===== config.mk =====
export PLATFORM = sky130hd
export DESIGN_NAME = cmprs_frame_ctrl
export DESIGN_NICKNAME = d
export VERILOG_FILES = /design/src/rtl/cmprs_frame_ctrl.sv
export SDC_FILE = /design/constraint.sdc
export NUM_CORES = 1
export LEC_CHECK = 0
export ABC_AREA = 1
export CORE_ASPECT_RATIO = 0.7
export CORE_UTILIZATION = 53
export CTS_CLUSTER_SIZE = 25
export DETAILED_ROUTE_END_ITERATION = 8
export PLACE_DENSITY = 0.81
export SETUP_SLACK_MARGIN = 0.05
export SLEW_MARGIN = 20
export SYNTH_ARGS = -nofsm -noshare
export SYNTH_HDL_FRONTEND = slang
export SYNTH_SLANG_ARGS = --single-unit

===== constraint.sdc =====
create_clock -name sclk -period 4.5 [get_ports sclk]
set_input_delay 0.675 -clock sclk [delete_from_list [all_inputs] [get_ports sclk]]
set_output_delay 0.675 -clock sclk [all_outputs]
set_load 0.01 [all_outputs]

===== src/rtl/cmprs_frame_ctrl.sv =====
// Frame sequencer for the compression receive stage: config check/load, block gating, encoder handshake.
// Optional macro CMPRS_TIMEOUT_EN adds an encoder-finish watchdog (TIMEOUT_CYC cycles, err_code 10).
module cmprs_frame_ctrl #(
    parameter int X_LEN       = 11,
    parameter int Y_LEN       = 6,
    parameter int Z_LEN       = 8,
    parameter int Y_BLK       = 32,
    parameter int BLK_W       = 8,
    parameter int TIMEOUT_CYC = 1048576
) (
    input  logic             sclk,
    input  logic             rst_n,
    input  logic             start,
    input  logic             abort,
    input  logic [X_LEN-1:0] X_max_in,
    input  logic [Z_LEN-1:0] Z_max_in,
    input  logic [1:0]       mode_in,
    input  logic [3:0]       id_ratio_in,
    input  logic [BLK_W-1:0] blk_num,
    output logic             cfg_en,
    output logic [X_LEN-1:0] X_max,
    output logic [Z_LEN-1:0] Z_max,
    output logic [1:0]       mode,
    output logic [3:0]       id_ratio,
    input  logic             up_valid,
    output logic             up_ready,
    output logic             dn_valid,
    input  logic             dn_ready,
    input  logic             encode_finish,
    output logic             encode_finish_ready,
    output logic             busy,
    output logic             done,
    output logic             err,
    output logic [1:0]       err_code,
    output logic [BLK_W-1:0] blk_cnt
);

    localparam int TOT_W = X_LEN + Y_LEN + Z_LEN;

    typedef enum logic [2:0] {
        S_IDLE, S_CHECK, S_CFG, S_CALC, S_STREAM, S_WAIT_ENC, S_DONE, S_ERR
    } state_t;

    state_t             state_r, state_nxt_s;
    logic [X_LEN-1:0]   x_max_r;
    logic [Z_LEN-1:0]   z_max_r;
    logic [1:0]         mode_r;
    logic [3:0]         id_ratio_r;
    logic [BLK_W-1:0]   blk_num_r;
    logic [BLK_W-1:0]   blk_cnt_r;
    logic [TOT_W-1:0]   total_r;
    logic [TOT_W-1:0]   pix_cnt_r;
    logic               err_r;
    logic [1:0]         err_code_r;
    logic               cfg_bad_s, beat_s, last_beat_s, release_s, timeout_s, start_acc_s, last_blk_s;

    assign cfg_bad_s = (x_max_r == {X_LEN{1'b0}}) || (z_max_r == {Z_LEN{1'b0}}) ||
                       (mode_r == 2'd3) || (blk_num_r == {BLK_W{1'b0}}) ||
                       !((id_ratio_r == 4'd1) || (id_ratio_r == 4'd4) || (id_ratio_r == 4'd8));
    assign beat_s      = (state_r == S_STREAM) && up_valid && dn_ready;
    assign last_beat_s = beat_s && (pix_cnt_r == (total_r - TOT_W'(1)));
    // abort suppresses the release so no block is counted on an aborted cycle
    assign release_s   = (state_r == S_WAIT_ENC) && encode_finish && !abort;
    assign last_blk_s  = ((blk_cnt_r + BLK_W'(1)) == blk_num_r);
    assign start_acc_s = start && !abort && ((state_r == S_IDLE) || (state_r == S_ERR));

`ifdef CMPRS_TIMEOUT_EN
    localparam int WC_W = $clog2(TIMEOUT_CYC) + 1;
    logic [WC_W-1:0] wait_cnt_r;

    // Watchdog counter: runs only while waiting for the encoder, cleared otherwise
    always_ff @(posedge sclk) begin
        if (!rst_n) begin
            wait_cnt_r <= {WC_W{1'b0}};
        end else if ((state_r == S_WAIT_ENC) && !abort) begin
            wait_cnt_r <= wait_cnt_r + WC_W'(1);
        end else begin
            wait_cnt_r <= {WC_W{1'b0}};
        end
    end

    assign timeout_s = (state_r == S_WAIT_ENC) && !encode_finish &&
                       (wait_cnt_r == WC_W'(TIMEOUT_CYC - 1));
`else
    assign timeout_s = 1'b0;
`endif

    // State register
    always_ff @(posedge sclk) begin
        if (!rst_n) begin
            state_r <= S_IDLE;
        end else begin
            state_r <= state_nxt_s;
        end
    end

    // Next-state logic; abort overrides everything
    always_comb begin
        state_nxt_s = state_r;
        if (abort) begin
            state_nxt_s = S_IDLE;
        end else begin
            case (state_r)
                S_IDLE:     state_nxt_s = start ? S_CHECK : S_IDLE;
                S_CHECK:    state_nxt_s = cfg_bad_s ? S_ERR : S_CFG;
                S_CFG:      state_nxt_s = S_CALC;
                S_CALC:     state_nxt_s = S_STREAM;
                S_STREAM:   state_nxt_s = last_beat_s ? S_WAIT_ENC : S_STREAM;
                S_WAIT_ENC: begin
                    if (release_s) begin
                        state_nxt_s = last_blk_s ? S_DONE : S_STREAM;
                    end else if (timeout_s) begin
                        state_nxt_s = S_ERR;
                    end else begin
                        state_nxt_s = S_WAIT_ENC;
                    end
                end
                S_DONE:     state_nxt_s = S_IDLE;
                S_ERR:      state_nxt_s = start ? S_CHECK : S_ERR;
                default:    state_nxt_s = S_IDLE;
            endcase
        end
    end

    // Config latch, pixel/block counters and error status
    always_ff @(posedge sclk) begin
        if (!rst_n) begin
            x_max_r    <= {X_LEN{1'b0}};
            z_max_r    <= {Z_LEN{1'b0}};
            mode_r     <= 2'd0;
            id_ratio_r <= 4'd0;
            blk_num_r  <= {BLK_W{1'b0}};
            blk_cnt_r  <= {BLK_W{1'b0}};
            total_r    <= {TOT_W{1'b0}};
            pix_cnt_r  <= {TOT_W{1'b0}};
            err_r      <= 1'b0;
            err_code_r <= 2'b00;
        end else if (abort) begin
            pix_cnt_r  <= {TOT_W{1'b0}};
            err_r      <= 1'b0;
        end else begin
            if (start_acc_s) begin
                x_max_r    <= X_max_in;
                z_max_r    <= Z_max_in;
                mode_r     <= mode_in;
                id_ratio_r <= id_ratio_in;
                blk_num_r  <= blk_num;
                blk_cnt_r  <= {BLK_W{1'b0}};
                pix_cnt_r  <= {TOT_W{1'b0}};
                err_r      <= 1'b0;
                err_code_r <= 2'b00;
            end
            case (state_r)
                S_CHECK: begin
                    if (cfg_bad_s) begin
                        err_r      <= 1'b1;
                        err_code_r <= 2'b01;
                    end
                end
                S_CALC:   total_r <= TOT_W'(x_max_r) * TOT_W'(Y_BLK) * TOT_W'(z_max_r);
                S_STREAM: begin
                    if (last_beat_s) begin
                        pix_cnt_r <= {TOT_W{1'b0}};
                    end else if (beat_s) begin
                        pix_cnt_r <= pix_cnt_r + TOT_W'(1);
                    end
                end
                S_WAIT_ENC: begin
                    if (release_s) begin
                        blk_cnt_r <= blk_cnt_r + BLK_W'(1);
                    end else if (timeout_s) begin
                        err_r      <= 1'b1;
                        err_code_r <= 2'b10;
                    end
                end
                default: begin
                end
            endcase
        end
    end

    assign cfg_en              = (state_r == S_CFG);
    assign done                = (state_r == S_DONE);
    assign busy                = (state_r != S_IDLE) && (state_r != S_DONE) && (state_r != S_ERR);
    assign dn_valid            = (state_r == S_STREAM) && up_valid;
    assign up_ready            = (state_r == S_STREAM) && dn_ready;
    assign encode_finish_ready = release_s;
    assign X_max               = x_max_r;
    assign Z_max               = z_max_r;
    assign mode                = mode_r;
    assign id_ratio            = id_ratio_r;
    assign err                 = err_r;
    assign err_code            = err_code_r;
    assign blk_cnt             = blk_cnt_r;

endmodule


==> flow_summary.toml <==
[grt]
grt_overflow = 0
grt_pass1_wl_um = 35000
antenna_found_initial = 0
grt_pass1_vias = 7350
grt_usage = 0.2761
grt_max_degree = 38

[pwr]
clock_power_share = 0.371
p_int_mw = 1.411
vdd_drop_max_uv = 232.3
power.share.switching = 0.3135
leakagePower_nw = 5.003
comb_power_share = 0.206
power_switching_mw = 0.6444
seqPwrFrac = 0.423
power.density_mw_per_mm2 = 213.2

[cts]
path_clk_slew_ns = 0.08
cts_tree = "done"
root_buffer = "clkbuf_16"
h-tree-depth = 3
worstSkewPairLatency_ns = 0.36
cts_made_buffers = 9
clk_path_buf_depth = 2
cts_sinks = 91

[setup_path]
slowest_stage = "fa_1"
worstPathRequired_ns = 4.74
critPathMaxFanout = 8
worstSetupEndpointType = "register"
start_kind = "register"
arrival_ns = 4.52
crit_top_cell = "inv_1"
cp_slowest_stage_delay_ns = 0.55
cp_num_buf_inv = 6
path_cells = "buf_4 -> nand2_1 -> inv_1 -> fa_1 -> fa_1 -> fa_1 -> inv_1 -> fa_1 -> inv_1 -> ha_2 -> a21oi_1 -> inv_1 -> a21oi_2 -> nand3_2 -> nand3_2 -> nand2_1 -> nand2_1 -> nand3_1 -> o211ai_1 -> inv_1"
critPathKind = "register to register"
crit_family = "adder cells"

[synthesis]
ys.flop_type = "dfxtp_1"
synth_edf_count = 0
syn-cell-area_mm2 = 0.008143
syn_inst = 1231
yosys.area.top_type = "dfxtp_1"
synthDistinctLibCells = 42
synth_nets = 1367
seq_area_frac_synth = 0.2237
syn_area_per_cell_um2 = 6.615
async_reset_ff_frac = 0
ys_ff_latch = 91
yosysWarnings = 0
netlist_top_cells_area = "dfxtp_1 (22%), fa_1 (13%), nand2_1 (12%)"
synth_top_area_share = 0.2237

[finish]
post-route-util = 0.6489
final_nets = 1442
drive_gt1_frac = 0.09001
fill_cells = 1247
area_delta_synth_final_pct = 18.42
n_antenna_cell = 0

[die]
num_rows = 37
pin_count = 82
dieArea_mm2 = 0.01587
die_h_um = 105.7
fp.dieW_um = 150.2
start_util = 0.5479
fp.coreArea_mm2 = 0.01486

[sta]
hold_violations = 0
max_slew_margin = 0.3157
final.period_utilization = 0.9514
fin_setup_tns_ns = 0
period_minus_slack_ns = 4.281
finalSetupViolCount = 0
finalClockSkew_ns = 0.02052
worstMarginPinSlew_ns = 1.024
final-max-slew-violation-count = 0
fmax_mhz = 233.6
grt_setup_unrepaired = "yes"

[run]
maxCapViolCount = 0

[drt]
vias_per_cell = 5.145
wl_um = 20740
routedWlPerCell_um = 13.77
dr.first_iter.drc_count = 607
drc = 0
ant_nets = 0
dr.pass1.iters = 5
routed-via-count = 7749

[outcome]
status = "complete, no violations"

[place]
hpwl_um = 16230
numPortBuffers = 81
routabilityCongestion = 0.9169

[worst_hold_path]
hp-class = "register to register"
worst paths after layout:
path / depth (start not counted) / slack, ns / startpoint / to
setup / recovery: 20 / 0.22 / Z_max[4] / total_r[21]
hold / removal: 2 / 0.46 / err_code[1] / err_code[1]
setup reg to reg: 20 / 0.22 / Z_max[4] / total_r[21]
hold reg to reg: 2 / 0.46 / err_code[1] / err_code[1]
power groups by stage:
stage / logic (mW) / registers, mW / clock network, mW
after global placement: 0.398 / 0.883 / 0
after floorplan: 0.249 / 0.876 / 0
after CTS: 0.409 / 0.866 / 0.776
after global routing: 0.472 / 0.872 / 0.811
final: 0.424 / 0.869 / 0.763
after detailed placement: 0.406 / 0.885 / 0
through the flow:
step	hold WS [ns]	power (mW)	instance area [um2]	setup WS [ns]	cells
floorplan	0.4590	1.125	8143	0.05410	1231
global placement	0.4485	1.281	9215	0.1468	1489
detailed placement	0.4538	1.290	9215	0.07486	1489
CTS	0.4676	2.051	9514	0.06119	1505
global route	0.5034	2.155	9643	0.01406	1506
finish	0.4639	2.056	9643	0.2187	1506
layer usage:
metal	wire length (um)	global-route usage
met1	10360	0.4105
met2	8622	0.4051
met3	1442	0.05368
met4	316	0.06999
met5	0	0
registers in the layout, summed over array words and instances (netlist names):
signal,cells
err,1
X_max,11
mode,2
blk_num_r,8
blk_cnt,8
Z_max,8
err_code,2
total_r,19
pix_cnt_r,25
id_ratio,4
state_r,3
logic make-up after synthesis:
kind of cell             synth area share
AO/OA/AOI/OAI                     0.09204
AND/OR/NAND/NOR                    0.3027
flip-flops                         0.2237
adder cells (fa/ha/maj)            0.1973
multiplexers                      0.01106
XOR/XNOR                          0.03688
buffers and inverters              0.1363
final cells by class:
class	count	area, um2	area share
inverter	243	912.1	0.09459
timing repair buffer	110	1036	0.1074
sequential	91	1832	0.1900
tap	195	244.0	0.02530
clock inverter	7	73.82	0.007655
multi-input combinational	851	5320	0.5517
clock buffer	9	225.2	0.02336
repair_timing:
item / in CTS / in global routing
setup endpoints to repair: 0 / 8
resized for setup: 0 / 33
setup buffers: 0 / 1
hold buffers: 0 / 0
endpoints found under the hold margin: 0 / 0
cell usage in the layout (no fill, tap or decap), types with 9 or more instances in the layout:
| cell type | count |
|---|---|
| dfxtp_1 | 83 |
| inv_1 | 237 |
| a21oi_1 | 51 |
| nand2_1 | 263 |
| nand2_2 | 24 |
| nor2_1 | 166 |
| clkdlybuf4s50_1 | 81 |
| nor2_2 | 10 |
| xnor2_1 | 16 |
| nand3_1 | 48 |
| nor3_1 | 16 |
| nand4_1 | 17 |
| fa_1 | 54 |
| buf_4 | 27 |
| ha_1 | 37 |
| xor2_1 | 13 |
| clkbuf_16 | 9 |
| mux2i_1 | 9 |
| o21ai_0 | 61 |
cells in the mapped netlist, types with 4 or more instances:
cell type	number
buf_2	5
nor4_1	8
a21oi_1	56
xor2_1	13
inv_1	237
o211ai_1	4
ha_1	42
dfxtp_1	91
nor2_1	167
nor3_1	16
nand3_1	52
buf_1	4
xnor2_1	16
nor2_2	10
nand4_1	17
nand3b_1	5
nand2_2	23
clkbuf_1	34
fa_1	54
or2_2	5
mux2i_1	9
o21ai_0	63
nand2_1	265
worst register-to-register path: stages (launching register included):
cell      delay (ns)
dfxtp_2         0.37
buf_4           0.18
nand2_1         0.06
inv_1           0.05
fa_1            0.50
fa_1            0.52
fa_1            0.54
inv_1           0.06
fa_1            0.55
inv_1           0.05
ha_2            0.32
a21oi_1         0.15
inv_1           0.08
a21oi_2         0.18
nand3_2         0.14
nand3_2         0.09
nand2_1         0.05
nand2_1         0.06
nand3_1         0.07
o211ai_1        0.10
inv_1           0.05
No activity file was read; power rests on OpenSTA's default activity.
